`config.mk`:
```
export PLATFORM = sky130hd
export DESIGN_NAME = dshot_frame_sequencer_flat
export DESIGN_NICKNAME = d
export VERILOG_FILES = /design/src/rtl/dshot_frame_sequencer_if.sv /design/src/rtl/dshot_frame_sequencer.sv /design/src/flat_wrapper.sv
export SDC_FILE = /design/constraint.sdc
export NUM_CORES = 1
export LEC_CHECK = 0
export BUFFER_PORTS_ARGS = -buffer_cell sky130_fd_sc_hd__buf_2
export CAP_MARGIN = 15
export CORE_MARGIN = 4
export CORE_UTILIZATION = 60
export DETAILED_ROUTE_END_ITERATION = 10
export GPL_TIMING_DRIVEN = 0
export PLACE_DENSITY_LB_ADDON = 0.05
export SLEW_MARGIN = 5
export SYNTH_ARGS = -nofsm -noshare
export SYNTH_HDL_FRONTEND = slang
export SYNTH_SLANG_ARGS = --single-unit
```
`constraint.sdc`:
```
create_clock -name clk_in -period 5.14 [get_ports clk_in]
set_input_delay 0.514 -clock clk_in [delete_from_list [all_inputs] [get_ports clk_in]]
set_output_delay 0.514 -clock clk_in [all_outputs]
set_load 0.05 [all_outputs]
```
`src/rtl/dshot_frame_sequencer_if.sv`:
```
// Command handshake between the throttle/command source and the DShot sequencer.
interface dshot_frame_sequencer_if;
   logic        cmd_valid;
   logic        cmd_ready;
   logic [10:0] cmd_value;
   logic        cmd_telem;

   modport master (output cmd_valid, cmd_value, cmd_telem, input cmd_ready);
   modport slave  (input cmd_valid, cmd_value, cmd_telem, output cmd_ready);
endinterface

```
`src/rtl/dshot_frame_sequencer.sv`:
```
// Turns 11-bit DShot words into timed 16-bit pulse frames plus inter-frame gap,
// optionally re-sending the last frame so the ESC never loses signal.
module dshot_frame_sequencer #(
   parameter int BIT_CLKS = 27,
   parameter int T1H_CLKS = 20,
   parameter int T0H_CLKS = 10,
   parameter int GAP_CLKS = 64
) (
   input  logic                     clk_in,
   input  logic                     rst,
   input  logic                     enable,
   input  logic                     repeat_en,
   dshot_frame_sequencer_if.slave   cmd,
   output logic                     dshot_out,
   output logic                     busy,
   output logic                     frame_done
);
   localparam int PW = $clog2(BIT_CLKS);
   localparam int GW = $clog2(GAP_CLKS + 1);

   typedef enum logic [1:0] {IDLE, BIT, GAP} state_t;

   state_t        state, state_d;
   logic [PW-1:0] phase, phase_d;
   logic [3:0]    idx, idx_d;
   logic [GW-1:0] gcnt, gcnt_d;
   logic [15:0]   frame, frame_d;
   logic          have_frame, have_frame_d;
   logic          live;
   logic          accept;
   logic          dshot_d;
   logic [11:0]   v;

   // live holds cmd_ready low until the first edge after reset release
   assign v             = {cmd.cmd_value, cmd.cmd_telem};
   assign cmd.cmd_ready = live && (state == IDLE) && enable;
   assign accept        = cmd.cmd_valid && cmd.cmd_ready;
   assign busy          = (state != IDLE);
   assign frame_done    = (state == GAP) && (gcnt == GW'(GAP_CLKS - 1));

   always_ff @(posedge clk_in or posedge rst) begin
      if (rst) begin
         state      <= IDLE;
         phase      <= '0;
         idx        <= '0;
         gcnt       <= '0;
         frame      <= '0;
         have_frame <= 1'b0;
         live       <= 1'b0;
         dshot_out  <= 1'b0;
      end else begin
         state      <= state_d;
         phase      <= phase_d;
         idx        <= idx_d;
         gcnt       <= gcnt_d;
         frame      <= frame_d;
         have_frame <= have_frame_d;
         live       <= 1'b1;
         dshot_out  <= dshot_d;
      end
   end

   always_comb begin
      state_d      = state;
      phase_d      = phase;
      idx_d        = idx;
      gcnt_d       = gcnt;
      frame_d      = frame;
      have_frame_d = have_frame;
      case (state)
         IDLE: begin
            if (accept) begin
               frame_d      = {v, v[3:0] ^ v[7:4] ^ v[11:8]};
               have_frame_d = 1'b1;
               state_d      = BIT;
               idx_d        = 4'd15;
               phase_d      = '0;
            end else if (live && enable && repeat_en && have_frame) begin
               state_d = BIT;
               idx_d   = 4'd15;
               phase_d = '0;
            end
         end
         BIT: begin
            if (phase == PW'(BIT_CLKS - 1)) begin
               phase_d = '0;
               if (idx == 4'd0) begin
                  state_d = GAP;
                  gcnt_d  = '0;
               end else begin
                  idx_d = idx - 4'd1;
               end
            end else begin
               phase_d = phase + 1'b1;
            end
         end
         GAP: begin
            if (frame_done) state_d = IDLE;
            else            gcnt_d  = gcnt + 1'b1;
         end
         default: state_d = IDLE;
      endcase
      // Output is decided from next-state values so the pin is a clean flop
      // that goes high on the very first BIT cycle.
      dshot_d = (state_d == BIT) &&
                (phase_d < (frame_d[idx_d] ? PW'(T1H_CLKS) : PW'(T0H_CLKS)));
   end
endmodule

```
`src/flat_wrapper.sv`:
```
// flat-port wrapper written by rule: the top's interface ports become plain ports
module dshot_frame_sequencer_flat 
#(
   parameter int BIT_CLKS = 27,
   parameter int T1H_CLKS = 20,
   parameter int T0H_CLKS = 10,
   parameter int GAP_CLKS = 64
)
  (clk_in, rst, enable, repeat_en, dshot_out, busy, frame_done, cmd_cmd_valid, cmd_cmd_value, cmd_cmd_telem, cmd_cmd_ready);
  dshot_frame_sequencer_if cmd_i ();
  input  logic clk_in;
  input  logic rst;
  input  logic enable;
  input  logic repeat_en;
  output logic dshot_out;
  output logic busy;
  output logic frame_done;
  input wire logic [$bits(cmd_i.cmd_valid)-1:0] cmd_cmd_valid;
  input wire logic [$bits(cmd_i.cmd_value)-1:0] cmd_cmd_value;
  input wire logic [$bits(cmd_i.cmd_telem)-1:0] cmd_cmd_telem;
  output wire logic [$bits(cmd_i.cmd_ready)-1:0] cmd_cmd_ready;
  assign cmd_i.cmd_valid = cmd_cmd_valid;
  assign cmd_i.cmd_value = cmd_cmd_value;
  assign cmd_i.cmd_telem = cmd_cmd_telem;
  assign cmd_cmd_ready = cmd_i.cmd_ready;
  dshot_frame_sequencer #(.BIT_CLKS(BIT_CLKS), .T1H_CLKS(T1H_CLKS), .T0H_CLKS(T0H_CLKS), .GAP_CLKS(GAP_CLKS)) u_core (.clk_in(clk_in), .rst(rst), .enable(enable), .repeat_en(repeat_en), .cmd(cmd_i), .dshot_out(dshot_out), .busy(busy), .frame_done(frame_done));
endmodule
```
## Yosys cells after proc, flatten, opt, wreduce, memory -nomap -nowiden

Index checks and enable logic that the tools add are counted.

- Output and inout port bits: 4
- Register bits: 37
- Bits of input ports: 17
- Word-level logic and storage cells: 61

- Equal/unequal tests: 8
- Magnitude comparators: 2
- Bitwise logic cells: 2
- Reductions and logical operators: 14
- $add $sub $neg: 3
- Mux-type cells: 24

Operators with widths:

| operator | number |
|---|---|
| two-way mux 16 bit | 2 |
| two-way mux 7 bit | 3 |
| two-way mux 5 bit | 4 |
| two-way mux 4 bit | 4 |
| one-hot mux 7 bit (2 select lines) | 1 |
| two-way mux 2 bit | 5 |
| one-hot mux 5 bit (2 select lines) | 1 |
| logical AND 1 bit | 8 |
| one-hot mux 4 bit (2 select lines) | 1 |
| XOR 4 bit | 2 |
| adder 7 x 1 -> 7 bit (second input constant) | 1 |
| == test 7 x 6 -> 1 bit (second input constant) | 1 |
| one-hot mux 2 bit (3 select lines) | 1 |
| adder 5 x 1 -> 5 bit (second input constant) | 1 |
| == test 5 bit (second input constant) | 1 |
| less-than comparator 4 x 5 -> 1 bit (second input constant) | 1 |
| less-than comparator 5 bit | 1 |
| binary-select mux 1 bit (select 4 bit) | 1 |
| == test 2 x 1 -> 1 bit (second input constant) | 2 |
| logical NOT 4 bit | 1 |
| != test 2 x 1 -> 1 bit (second input constant) | 2 |
| AND reduction 4 bit | 1 |
| nonzero test 2 bit | 2 |
| subtractor 4 x 1 -> 4 bit (second input constant) | 1 |
| other kinds (5) | 5 |

## Longest topological paths before layout

Gate-level depths: netlist of run 1.

- Depth in word-level cells: 11
- Depth in mapped cells: 16
- Mapped depth without buffers: 16

## Worst setup path after synthesis of run 1

No wires, ideal clock.

- Kind: input-to-reg
- Start point: input port enable
- End point: register u_core.dshot_out
- Path slack: 2.109 ns
- Arrival: 2.935 ns
- Setup time: 0.095 ns
- Buffers on the path: 1
- Required time: 5.045 ns
- Stages: 14
- Cell sequence: and4bb_2 -> nand2_1 -> buf_2 -> mux2_2 -> mux2i_1 -> o22ai_1 -> nor4b_2 -> or2_1 -> ha_1 -> nor2_1 -> nor2_1 -> o21ai_0 -> nand2_1 -> o31ai_1

- Elaborated cells on any way between the ends: 22
- Classes of those cells: order compare (1); eq/ne (1); mux (14); reduce/logical (6)

RTL lines:

| what | RTL line | source |
|---|---|---|
| from (decl) | flat_wrapper.sv:13 | `input logic enable;` |
| logical AND 1 bit | dshot_frame_sequencer.sv:36 | `assign cmd.cmd_ready = live && (state == IDLE) && enable;` |
| logical AND 1 bit | dshot_frame_sequencer.sv:37 | `assign accept = cmd.cmd_valid && cmd.cmd_ready;` |
| two-way mux 16 bit | dshot_frame_sequencer.sv:72 | `if (accept) begin` |
| two-way mux 16 bit | dshot_frame_sequencer.sv:70 | `case (state)` |
| via u_core.frame_d[3] | dshot_frame_sequencer.sv:27 | `logic [15:0] frame, frame_d;` |
| binary-select mux 1 bit (select 4 bit) | dshot_frame_sequencer.sv:106 | `(phase_d < (frame_d[idx_d] ? PW'(T1H_CLKS) : PW'(T0H_CLKS)));` |
| two-way mux 1 bit (implied by the code) | dshot_frame_sequencer.sv:106 |  |
| two-way mux 5 bit | dshot_frame_sequencer.sv:106 |  |
| less-than comparator 5 bit | dshot_frame_sequencer.sv:106 |  |
| logical AND 1 bit | dshot_frame_sequencer.sv:105 | `dshot_d = (state_d == BIT) &&` |
| via u_core.dshot_d | dshot_frame_sequencer.sv:31 | `logic dshot_d;` |
| to (signal assigned) | dshot_frame_sequencer.sv:59 | `dshot_out <= dshot_d;` |
| to (decl) | dshot_frame_sequencer.sv:14 | `output logic dshot_out,` |

The timed path passes the listed nets, and every way through them passes these cells. The select of a mux whose other input is x is not followed.
A chain may end at the register's enable or synchronous reset.

## Final worst setup path of run 1

- Start point: register u_core.phase[0]
- End point: register u_core.dshot_out

- Cells in the longest elaborated chain, start to end: 8
- Elaborated cells on any way between the ends: 16
- Classes of those cells: add/sub (1); order compare (1); eq/ne (2); mux (11); reduce/logical (1)

Ends and longest elaborated chain:

| what | RTL line | source |
|---|---|---|
| from (decl) | dshot_frame_sequencer.sv:24 | `logic [PW-1:0] phase, phase_d;` |
| from (signal assigned) | dshot_frame_sequencer.sv:53 | `phase <= phase_d;` |
| == test 5 bit | dshot_frame_sequencer.sv:85 | `if (phase == PW'(BIT_CLKS - 1)) begin` |
| two-way mux 4 bit | dshot_frame_sequencer.sv:85 |  |
| one-hot mux 4 bit (2 select lines) | dshot_frame_sequencer.sv:70 |  |
| binary-select mux 1 bit (select 4 bit) | dshot_frame_sequencer.sv:106 |  |
| two-way mux 1 bit (implied by the code) | dshot_frame_sequencer.sv:106 |  |
| two-way mux 5 bit | dshot_frame_sequencer.sv:106 |  |
| less-than comparator 5 bit | dshot_frame_sequencer.sv:106 |  |
| logical AND 1 bit (*) | dshot_frame_sequencer.sv:105 |  |
| via u_core.dshot_d | dshot_frame_sequencer.sv:31 |  |

Mark *: on every way through the listed nets, which the timed path passes. The rest lies on a longest branch. The select of a mux whose other input is x is not followed.

==> results of run 1 <==
-- placed cells by master (no fill, tap or decap), drive strengths merged, types with 3 or more instances in the layout --
cell and count:
dfrtp 37, buf 25, nand2 19, nor2 17, mux2 14, inv 9, xnor2 8, o21ai 8
mux2i 7, ha 6, clkbuf 6, nand3 5, xor2 5, a211oi 5, nand4 4, a21oi 4
nor3b 3, or2 3, nor3 3, a31oi 3
-- layer usage --
metal,global-route usage,vias up,wire length (microns)
met1,0.245,740,1680
li1,-,742,-
met4,0.0660,0,48
met2,0.394,25,2150
met5,0,-,0
met3,0.0556,7,143
-- cell families after synthesis --
logic type / count (synthesis) / share of synthesized area
flip-flops: 37 / 0.451
buffers and inverters: 14 / 0.0311
AO/OA/AOI/OAI: 30 / 0.105
XOR/XNOR: 13 / 0.0555
other: 1 / 0.00183
adder cells (fa/ha/maj): 6 / 0.0366
AND/OR/NAND/NOR: 72 / 0.207
multiplexers: 21 / 0.111
-- critical path: stages (launching register included) --
cell and delay, ns:
dfrtp_1 0.45, inv_1 0.08, ha_1 0.21, and4b_1 0.29
nand3_1 0.11, a211oi_2 0.30, buf_4 0.25, mux2i_1 0.27
o22ai_1 0.12, nor4_2 0.33, or2_1 0.17, ha_1 0.24
nor2_1 0.10, nor2_1 0.05, o21ai_0 0.17, nand2_1 0.07
o31ai_1 0.20
-- worst max path at each step --
stage	start	to	slack, ns	cells past startpoint
CTS	u_core.phase[0]$_DFFE_PP0P_	u_core.dshot_out$_DFF_PP0_	1.63	16
detailed placement	u_core.phase[0]$_DFFE_PP0P_	u_core.dshot_out$_DFF_PP0_	1.67	16
global route	u_core.phase[0]$_DFFE_PP0P_	u_core.dshot_out$_DFF_PP0_	1.34	16
floorplan	enable	u_core.dshot_out$_DFF_PP0_	2.11	14
global placement	u_core.phase[0]$_DFFE_PP0P_	u_core.dshot_out$_DFF_PP0_	1.81	16
finish	u_core.phase[0]$_DFFE_PP0P_	u_core.dshot_out$_DFF_PP0_	1.64	16
-- sequential cells by signal (all words and copies together), names as in the netlist --
register           flops
u_core.frame          16
u_core.gcnt            7
u_core.phase           5
u_core.idx             4
u_core.state           2
u_core.dshot_out       1
u_core.have_frame      1
u_core.live            1
-- power by group --
group / total, mW / internal [mW] / switching [mW]
sequential: 0.399 / 0.354 / 0.0447
clock: 0.148 / 0.0521 / 0.0960
combinational: 0.334 / 0.141 / 0.194
total: 0.881 / 0.547 / 0.334
-- cell type report --
cell class / count / area share
Sequential cell: 37 / 0.410
Tap cell: 44 / 0.0244
Timing Repair Buffer: 20 / 0.0443
Clock buffer: 6 / 0.0183
Inverter: 9 / 0.0150
Multi-Input combinational cell: 143 / 0.470
Clock inverter: 2 / 0.00443
Buffer: 5 / 0.0133
-- per-stage QoR --
| stage | instance area [sq um] | utilization | worst slack [ns] |
|---|---|---|---|
| floorplan | 2050 | - | 2.11 |
| global placement | 2210 | 0.700 | 1.81 |
| detailed placement | 2210 | 0.700 | 1.67 |
| CTS | 2260 | 0.716 | 1.63 |
| global route | 2260 | 0.716 | 1.34 |
| finish | 2260 | 0.716 | 1.64 |
==> flow_summary_export.csv, run 1 <==
group,metric,value,unit
sta,min_period,3.50,ns
critical_path,crit_fanout,10,
synthesis,synth_top_cell_area_share,0.451,
synthesis,synthTopCellsByArea,"dfrtp_1 45%, mux2_2 7.7%, ha_1 3.7%",
layout,nNetsFinal,244,
critical_path,rr_worst_depth,16,
cts,cts_tree,"yes",
sta,setup_viol,0,
sta,fmax,0.286,GHz
global_routing,gr-usage-all-layers,0.216,
global_routing,overflow,0,
place,hpwl,3150,microns
floorplanning,rows,20,
synthesis,yosysSeqAreaShare,0.451,
layout,fin_cells,266,
synthesis,ys_types,48,
synthesis,synth.avg_cell_area,10.6,sq um
global_routing,grt_pass1_wl,7130,microns
layout,drive_gt1_frac,0.275,
cts,holdBufCountCts,0,
sta,rsz0062_at_grt,"false",
cts,cts.repair.resized,0,
place,gp_congestion,0.777,
layout,multi_input_area,1060,sq um
critical_path,reg2reg_to,"u_core.dshot_out$_DFF_PP0_",
synthesis,ys.flop_type,"dfrtp_1",
cts,cts-htree-levels,2,
power,p_total,881,uW
route,vias,1514,
route,drtIter0Drc,103,
layout,seqCellArea,926,sq um
critical_path,worstSetupStartpointType,"flop",
synthesis,ys_warn_count,0,
synthesis,synth_edf_count,0,
power,power_density,390,nW/um^2
layout,antenna_cells,0,
critical_path,reg2reg_slack,1.64,ns
critical_path,arrival,3.75,ns
critical_path,timing.rr.start,"u_core.phase[0]$_DFFE_PP0P_",
sta,tightest_slew,0.771,ns
synthesis,synth_common_cells,"37 x dfrtp_1, 19 x nand2_1, 17 x nor2_1",
synthesis,yosysMostFrequentCell,"dfrtp_1",
critical_path,endpoint_kind,"flop",
cts,clock_latency,0.34,ns
route,first_pass_iters,4,
critical_path,required,5.39,ns
hold_path,hold_path_class,"in -> async",
synthesis,async_reset_ff_frac,1.00,
synthesis,yosys_register_bits,37,
cts,path_clk_slew,0.11,ns
power,worst_ir_drop_vdd,232,uV
floorplanning,core_area,3150,sq um
floorplanning,die-height,66.5,microns
global_routing,antenna_found_initial,0,
power,power_leakage,1.06,nW
sta,holdWs,0.294,ns
cts,root_buffer,"clkbuf_4",
cts,clockBufferDepth,2,
run,cap_violations,0,
global_routing,grt_pass1_vias,1592,
cts,post-cts-setup-buffer-count,0,
route,ant_nets,0,
sta,slew_violations,0,
floorplanning,initial_utilization,0.651,
global_routing,grt_max_degree,38,
route,wirelength,4020,microns
layout,area_growth_syn_to_layout,10.1,%
synthesis,syn_area,2050,sq um
synthesis,syn_nets,217,
route,drc,0,
status,status,"finished, final reports clean",
place,io_buffers,20,
sta,tns,0,ns
layout,fillers,270,
sta,clock_skew,0.0106,ns
sta,finalCritPeriodShare,0.681,
floorplanning,die_w,66.5,microns
route,viasPerCell,5.69,
synthesis,syn_inst,194,
floorplanning,die_area,4420,sq um
cts,cts_inserted_buffers,5,
sta,finalHoldViolCount,0,
route,avgRoutedWirePerCell,15.1,microns
sta,maxSlewHeadroom,0.485,
cts,cts_sinks,37,
floorplanning,io_pins,21,
place,place_inst,258,
critical_path,critPathKind,"reg -> reg",
synthesis,synth_area_leader_cell,"dfrtp_1",
Note: power is estimated with default switching activity, not from simulation.
==> inputs of run 2 (changes only) <==
Settings changed: CORE_UTILIZATION 60 to 52.
Clock period 5.14 ns to 3 ns, I/O delays scaled along.
==> run 2 against run 1 <==
Compared with the run above: the flow now finishes with violations (negative setup slack); count of clock-buffer cells in the layout stayed put; sequential power is 69% higher; combinational power is 120% higher; via count is 2.9% higher; clock skew is 0.0012 ns lower.
==> flow_summary_export.csv, run 2 (same netlist as run 1, synthesis figures left out) <==
group,metric,value,unit
status,status,"finished with violations",
status,failed_checks,"negative setup slack",
power,worst_ir_drop_vdd,473,uV
floorplanning,die_w,70.8,microns
cts,clock_latency,0.29,ns
sta,holdWs,0.142,ns
global_routing,gr-usage-all-layers,0.182,
layout,largest_reg_flops,16,
cts,cts_inserted_buffers,5,
run,cap_violations,0,
sta,finalCritPeriodShare,1.09,
power,seqPwrFrac,0.364,
global_routing,overflow,0,
critical_path,critPathKind,"reg -> reg",
critical_path,arrival,3.47,ns
sta,finalHoldViolCount,0,
power,p_total,1.85,mW
power,p_comb_frac,0.404,
route,drc,0,
sta,rsz0062_at_grt,"true",
floorplanning,rows,22,
floorplanning,die-height,70.8,microns
floorplanning,die_area,5010,sq um
place,hpwl,2970,microns
route,drtIter0Drc,85,
layout,final_cell_mix,"37 x dfrtp_1, 24 x buf_2, 19 x nand2_1, 16 x nor2_1, 14 x mux2_2",
layout,drive_gt1_frac,0.366,
cts,cts_sinks,37,
power,power.internal,1.21,mW
layout,area_growth_syn_to_layout,22.0,%
floorplanning,core_area,3740,sq um
power,pwr-share-clk,0.232,
global_routing,grt_pass1_wl,7330,microns
route,wirelength,4260,microns
critical_path,worstSetupStartpointType,"flop",
layout,regMostFlops,"u_core.frame",
sta,clock_skew,0.00938,ns
layout,fin_cells,283,
layout,antenna_cells,0,
place,dp_slack,-0.445,ns
sta,fmax,0.306,GHz
route,ant_nets,0,
cts,root_buffer,"clkbuf_8",
sta,tns,-0.273,ns
critical_path,required,3.20,ns
power,p_switching,643,uW
floorplanning,io_pins,21,
critical_path,reg2reg_slack,-0.27,ns
power,power_density,740,nW/um^2
floorplanning,initial_utilization,0.548,
global_routing,antenna_found_initial,0,
route,vias,1558,
layout,nNetsFinal,257,
layout,layout_commonest_cell,"dfrtp_1",
sta,tightest_slew,0.780,ns
sta,layout_setup_ws,-0.273,ns
cts,cts_tree,"yes",
route,first_pass_iters,5,
global_routing,grt_pass1_vias,1620,
global_routing,grt_max_degree,38,
layout,fillers,308,
sta,maxSlewHeadroom,0.479,
sta,slew_violations,0,
sta,setup_viol,1,
place,gp_congestion,0.825,
critical_path,endpoint_kind,"flop",
cts,path_clk_slew,0.08,ns
layout,reg_top3,"u_core.frame x16, u_core.gcnt x7, u_core.phase x5",
place,io_buffers,20,
cts,cts-htree-levels,2,
route,avgRoutedWirePerCell,15.1,microns
cts,clockBufferDepth,2,
cts,holdBufCountCts,0,
route,viasPerCell,5.51,
sta,min_period,3.27,ns
place,place_inst,262,
hold_path,hold_path_class,"in -> async",
power,power_leakage,1.16,nW
critical_path,crit_fanout,5,
power,p_sw_frac,0.347,
run 2: cell count changes in the layout (fill, tap and decap cells not counted), sizes merged:
cell	before	now
clkinv	2	1
bufinv	0	1
buf	25	38
run 2: repair_timing:
action	in CTS	in global routing
hold endpoints to repair	0	0
cloned	1	0
gates resized for setup	4	10
buffers inserted	6	6
pin swaps	3	8
endpoints found under the setup margin	1	1
run 2: worst max-delay path: stages, from the launching register on:
cell      delay (ns)
dfrtp_1         0.38
inv_1           0.06
ha_2            0.20
and4b_1         0.25
nand3_2         0.10
a211oi_4        0.32
buf_6           0.18
buf_6           0.10
mux2i_1         0.19
o22ai_1         0.10
nor4_2          0.38
or2_1           0.21
ha_4            0.22
nor2_2          0.10
nor2_1          0.05
o21ai_1         0.11
nand2_1         0.07
o31ai_2         0.17
run 2: layout make-up:
cell class / count / area, sq um / share of cell area
timing repair buffer: 33 / 199 / 0.0795
clock inverter: 2 / 38.8 / 0.0155
tap: 48 / 60.1 / 0.0240
sequential: 37 / 926 / 0.370
multi-input combinational: 143 / 1140 / 0.455
inverter: 9 / 33.8 / 0.0135
clock buffer: 6 / 72.6 / 0.0290
buffer: 5 / 33.8 / 0.0135
run 2: power by group through the flow:
stage	combinational (mW)	sequential [mW]	clock, mW
after global placement	0.544	0.683	0
after detailed placement	0.568	0.692	0
after floorplan	0.431	0.691	0
after global routing	0.833	0.688	0.460
after CTS	0.628	0.672	0.438
final	0.748	0.673	0.430
run 2: layer usage:
metal,routed length (microns),up-vias,global-route usage
met5,0,-,0
met1,1760,746,0.225
li1,-,765,-
met4,80,0,0.0647
met2,2270,39,0.315
met3,151,8,0.0384
run 2: final timing paths:
| kind | start | end | depth (start not counted) |
|---|---|---|---|
| setup / recovery | u_core.phase[0]$_DFFE_PP0P_ | u_core.dshot_out$_DFF_PP0_ | 17 |
| setup reg to reg | u_core.phase[0]$_DFFE_PP0P_ | u_core.dshot_out$_DFF_PP0_ | 17 |
| max in group asynchronous | rst | u_core.idx[2]$_DFF_PP0_ | 2 |
| min in group clk_in | cmd_cmd_value[4] | u_core.frame[9]$_DFF_PP0_ | 3 |
| hold / removal | rst | u_core.frame[5]$_DFF_PP0_ | 2 |
| hold reg to reg | u_core.have_frame$_DFFE_PP0P_ | u_core.have_frame$_DFFE_PP0P_ | 1 |
run 2: metrics by stage:
step / cell area [sq um] / utilization
after floorplan: 2060 / -
after global placement: 2220 / 0.594
after detailed placement: 2220 / 0.594
after CTS: 2400 / 0.641
after global routing: 2500 / 0.668
final: 2500 / 0.668
==> inputs of run 3 (changes only) <==
Settings changed: CORE_UTILIZATION 52 to 60.
Clock period 3 ns to 3.8 ns, I/O delays scaled along.
==> run 3 against run 2 <==
Compared with the run above: the run now ends clean; combinational power fell by 39%; first-iteration DRC count rose by 20%; largest cell class unchanged; count of clock-buffer cells in the layout did not move; critical path type unchanged.
==> flow_summary_export.csv, run 3 (same netlist as run 1, synthesis figures left out) <==
group,metric,value,unit
global_routing,gr-usage-all-layers,0.216,
critical_path,critPathKind,"reg -> reg",
place,hpwl,3150,microns
power,worst_ir_drop_vdd,314,uV
run,cap_violations,0,
layout,nNetsFinal,244,
route,avgRoutedWirePerCell,15.1,microns
cts,cts_tree,"yes",
critical_path,arrival,3.75,ns
layout,final_cell_mix,"37 x dfrtp_1, 23 x buf_2, 19 x nand2_1, 17 x nor2_1, 14 x mux2_2",
layout,final_util,0.716,
floorplanning,rows,20,
place,place_area,2210,sq um
sta,finalCritPeriodShare,0.921,
cts,cts_inserted_buffers,5,
layout,fin_cells,266,
route,viasPerCell,5.69,
global_routing,antenna_found_initial,0,
cts,path_clk_slew,0.11,ns
critical_path,worstSetupStartpointType,"flop",
layout,drive_gt1_frac,0.275,
cts,clockBufferDepth,2,
cts,cts_sinks,37,
sta,min_period,3.50,ns
power,power.internal,740,uW
critical_path,required,4.05,ns
cts,cts-htree-levels,2,
cts,root_buffer,"clkbuf_4",
sta,layout_setup_ws,0.299,ns
power,power_leakage,1.06,nW
sta,rsz0062_at_grt,"false",
global_routing,overflow,0,
layout,layout_commonest_cell,"dfrtp_1",
global_routing,grt_pass1_vias,1592,
cts,post-cts-setup-buffer-count,0,
power,p_total,1.19,mW
place,io_buffers,20,
route,drtIter0Drc,102,
cts,clock_latency,0.34,ns
layout,regMostFlops,"u_core.frame",
cts,holdBufCountCts,0,
power,p_switching,452,uW
critical_path,endpoint_kind,"flop",
place,dp_slack,0.327,ns
route,ant_nets,0,
route,first_pass_iters,4,
layout,antenna_cells,0,
floorplanning,die_w,66.5,microns
power,p_comb_frac,0.380,
global_routing,grt_max_degree,38,
global_routing,grt_pass1_wl,7130,microns
sta,fmax,0.286,GHz
sta,tightest_slew,0.771,ns
sta,finalHoldViolCount,0,
route,vias,1514,
layout,largest_reg_flops,16,
sta,clock_skew,0.0106,ns
critical_path,crit_fanout,10,
sta,holdWs,0.159,ns
floorplanning,initial_utilization,0.651,
cts,cts.repair.resized,0,
floorplanning,core_area,3150,sq um
place,gp_congestion,0.777,
power,power_density,528,nW/um^2
floorplanning,die_area,4420,sq um
floorplanning,die-height,66.5,microns
layout,fillers,270,
status,status,"finished, final reports clean",
layout,stdcell_area,2260,sq um
layout,reg_top3,"u_core.frame x16, u_core.gcnt x7, u_core.phase x5",
route,wirelength,4020,microns
sta,setup_viol,0,
power,pwr-share-clk,0.168,
layout,area_growth_syn_to_layout,10.1,%
sta,slew_violations,0,
sta,tns,0,ns
hold_path,hold_path_class,"in -> async",
power,p_sw_frac,0.379,
route,drc,0,
place,place_inst,258,
floorplanning,io_pins,21,
power,seqPwrFrac,0.452,
sta,maxSlewHeadroom,0.485,
-- run 3: path summary, 6_finish.rpt --
check | depth (start not counted) | start | endpoint | slack [ns]
min in group clk_in | 2 | cmd_cmd_value[5] | u_core.frame[10]$_DFF_PP0_ | 0.29
setup / recovery | 16 | u_core.phase[0]$_DFFE_PP0P_ | u_core.dshot_out$_DFF_PP0_ | 0.30
hold reg to reg | 2 | u_core.frame[8]$_DFF_PP0_ | u_core.frame[8]$_DFF_PP0_ | 0.49
hold / removal | 2 | rst | u_core.gcnt[6]$_DFFE_PP0P_ | 0.16
max in group asynchronous | 2 | rst | u_core.frame[6]$_DFF_PP0_ | 3.13
setup reg to reg | 16 | u_core.phase[0]$_DFFE_PP0P_ | u_core.dshot_out$_DFF_PP0_ | 0.30
-- run 3: power by group through the flow --
stage | sequential [mW] | clock, mW | combinational [mW]
6_report | 0.539 | 0.200 | 0.453
5_1_grt | 0.550 | 0.226 | 0.509
4_1_cts | 0.539 | 0.206 | 0.454
3_5_place_dp | 0.547 | 0 | 0.451
3_3_place_gp | 0.538 | 0 | 0.418
2_1_floorplan | 0.546 | 0 | 0.334
-- run 3: layer usage --
layer / GRT usage / share of wire / vias up
met5: 0 / 0 / -
met4: 0.0660 / 0.012 / 0
met3: 0.0556 / 0.036 / 7
met2: 0.394 / 0.54 / 25
met1: 0.245 / 0.42 / 740
li1: - / - / 742
-- run 3: worst max-delay path: stages (launching register included) --
cell	delay, ns
dfrtp_1	0.45
inv_1	0.08
ha_1	0.21
and4b_1	0.29
nand3_1	0.11
a211oi_2	0.30
buf_4	0.25
mux2i_1	0.27
o22ai_1	0.12
nor4_2	0.33
or2_1	0.17
ha_1	0.24
nor2_1	0.10
nor2_1	0.05
o21ai_0	0.17
nand2_1	0.07
o31ai_1	0.20
-- run 3: layout make-up --
type / count / area [sq um] / share of cell area
multi-input cells: 143 / 1060 / 0.470
flip-flops and latches: 37 / 926 / 0.410
repair buffers: 20 / 100 / 0.0443
well taps: 44 / 55.1 / 0.0244
clock buffers: 6 / 41.3 / 0.0183
inverters: 9 / 33.8 / 0.0150
plain buffers: 5 / 30.0 / 0.0133
clock inverters: 2 / 10.0 / 0.00443
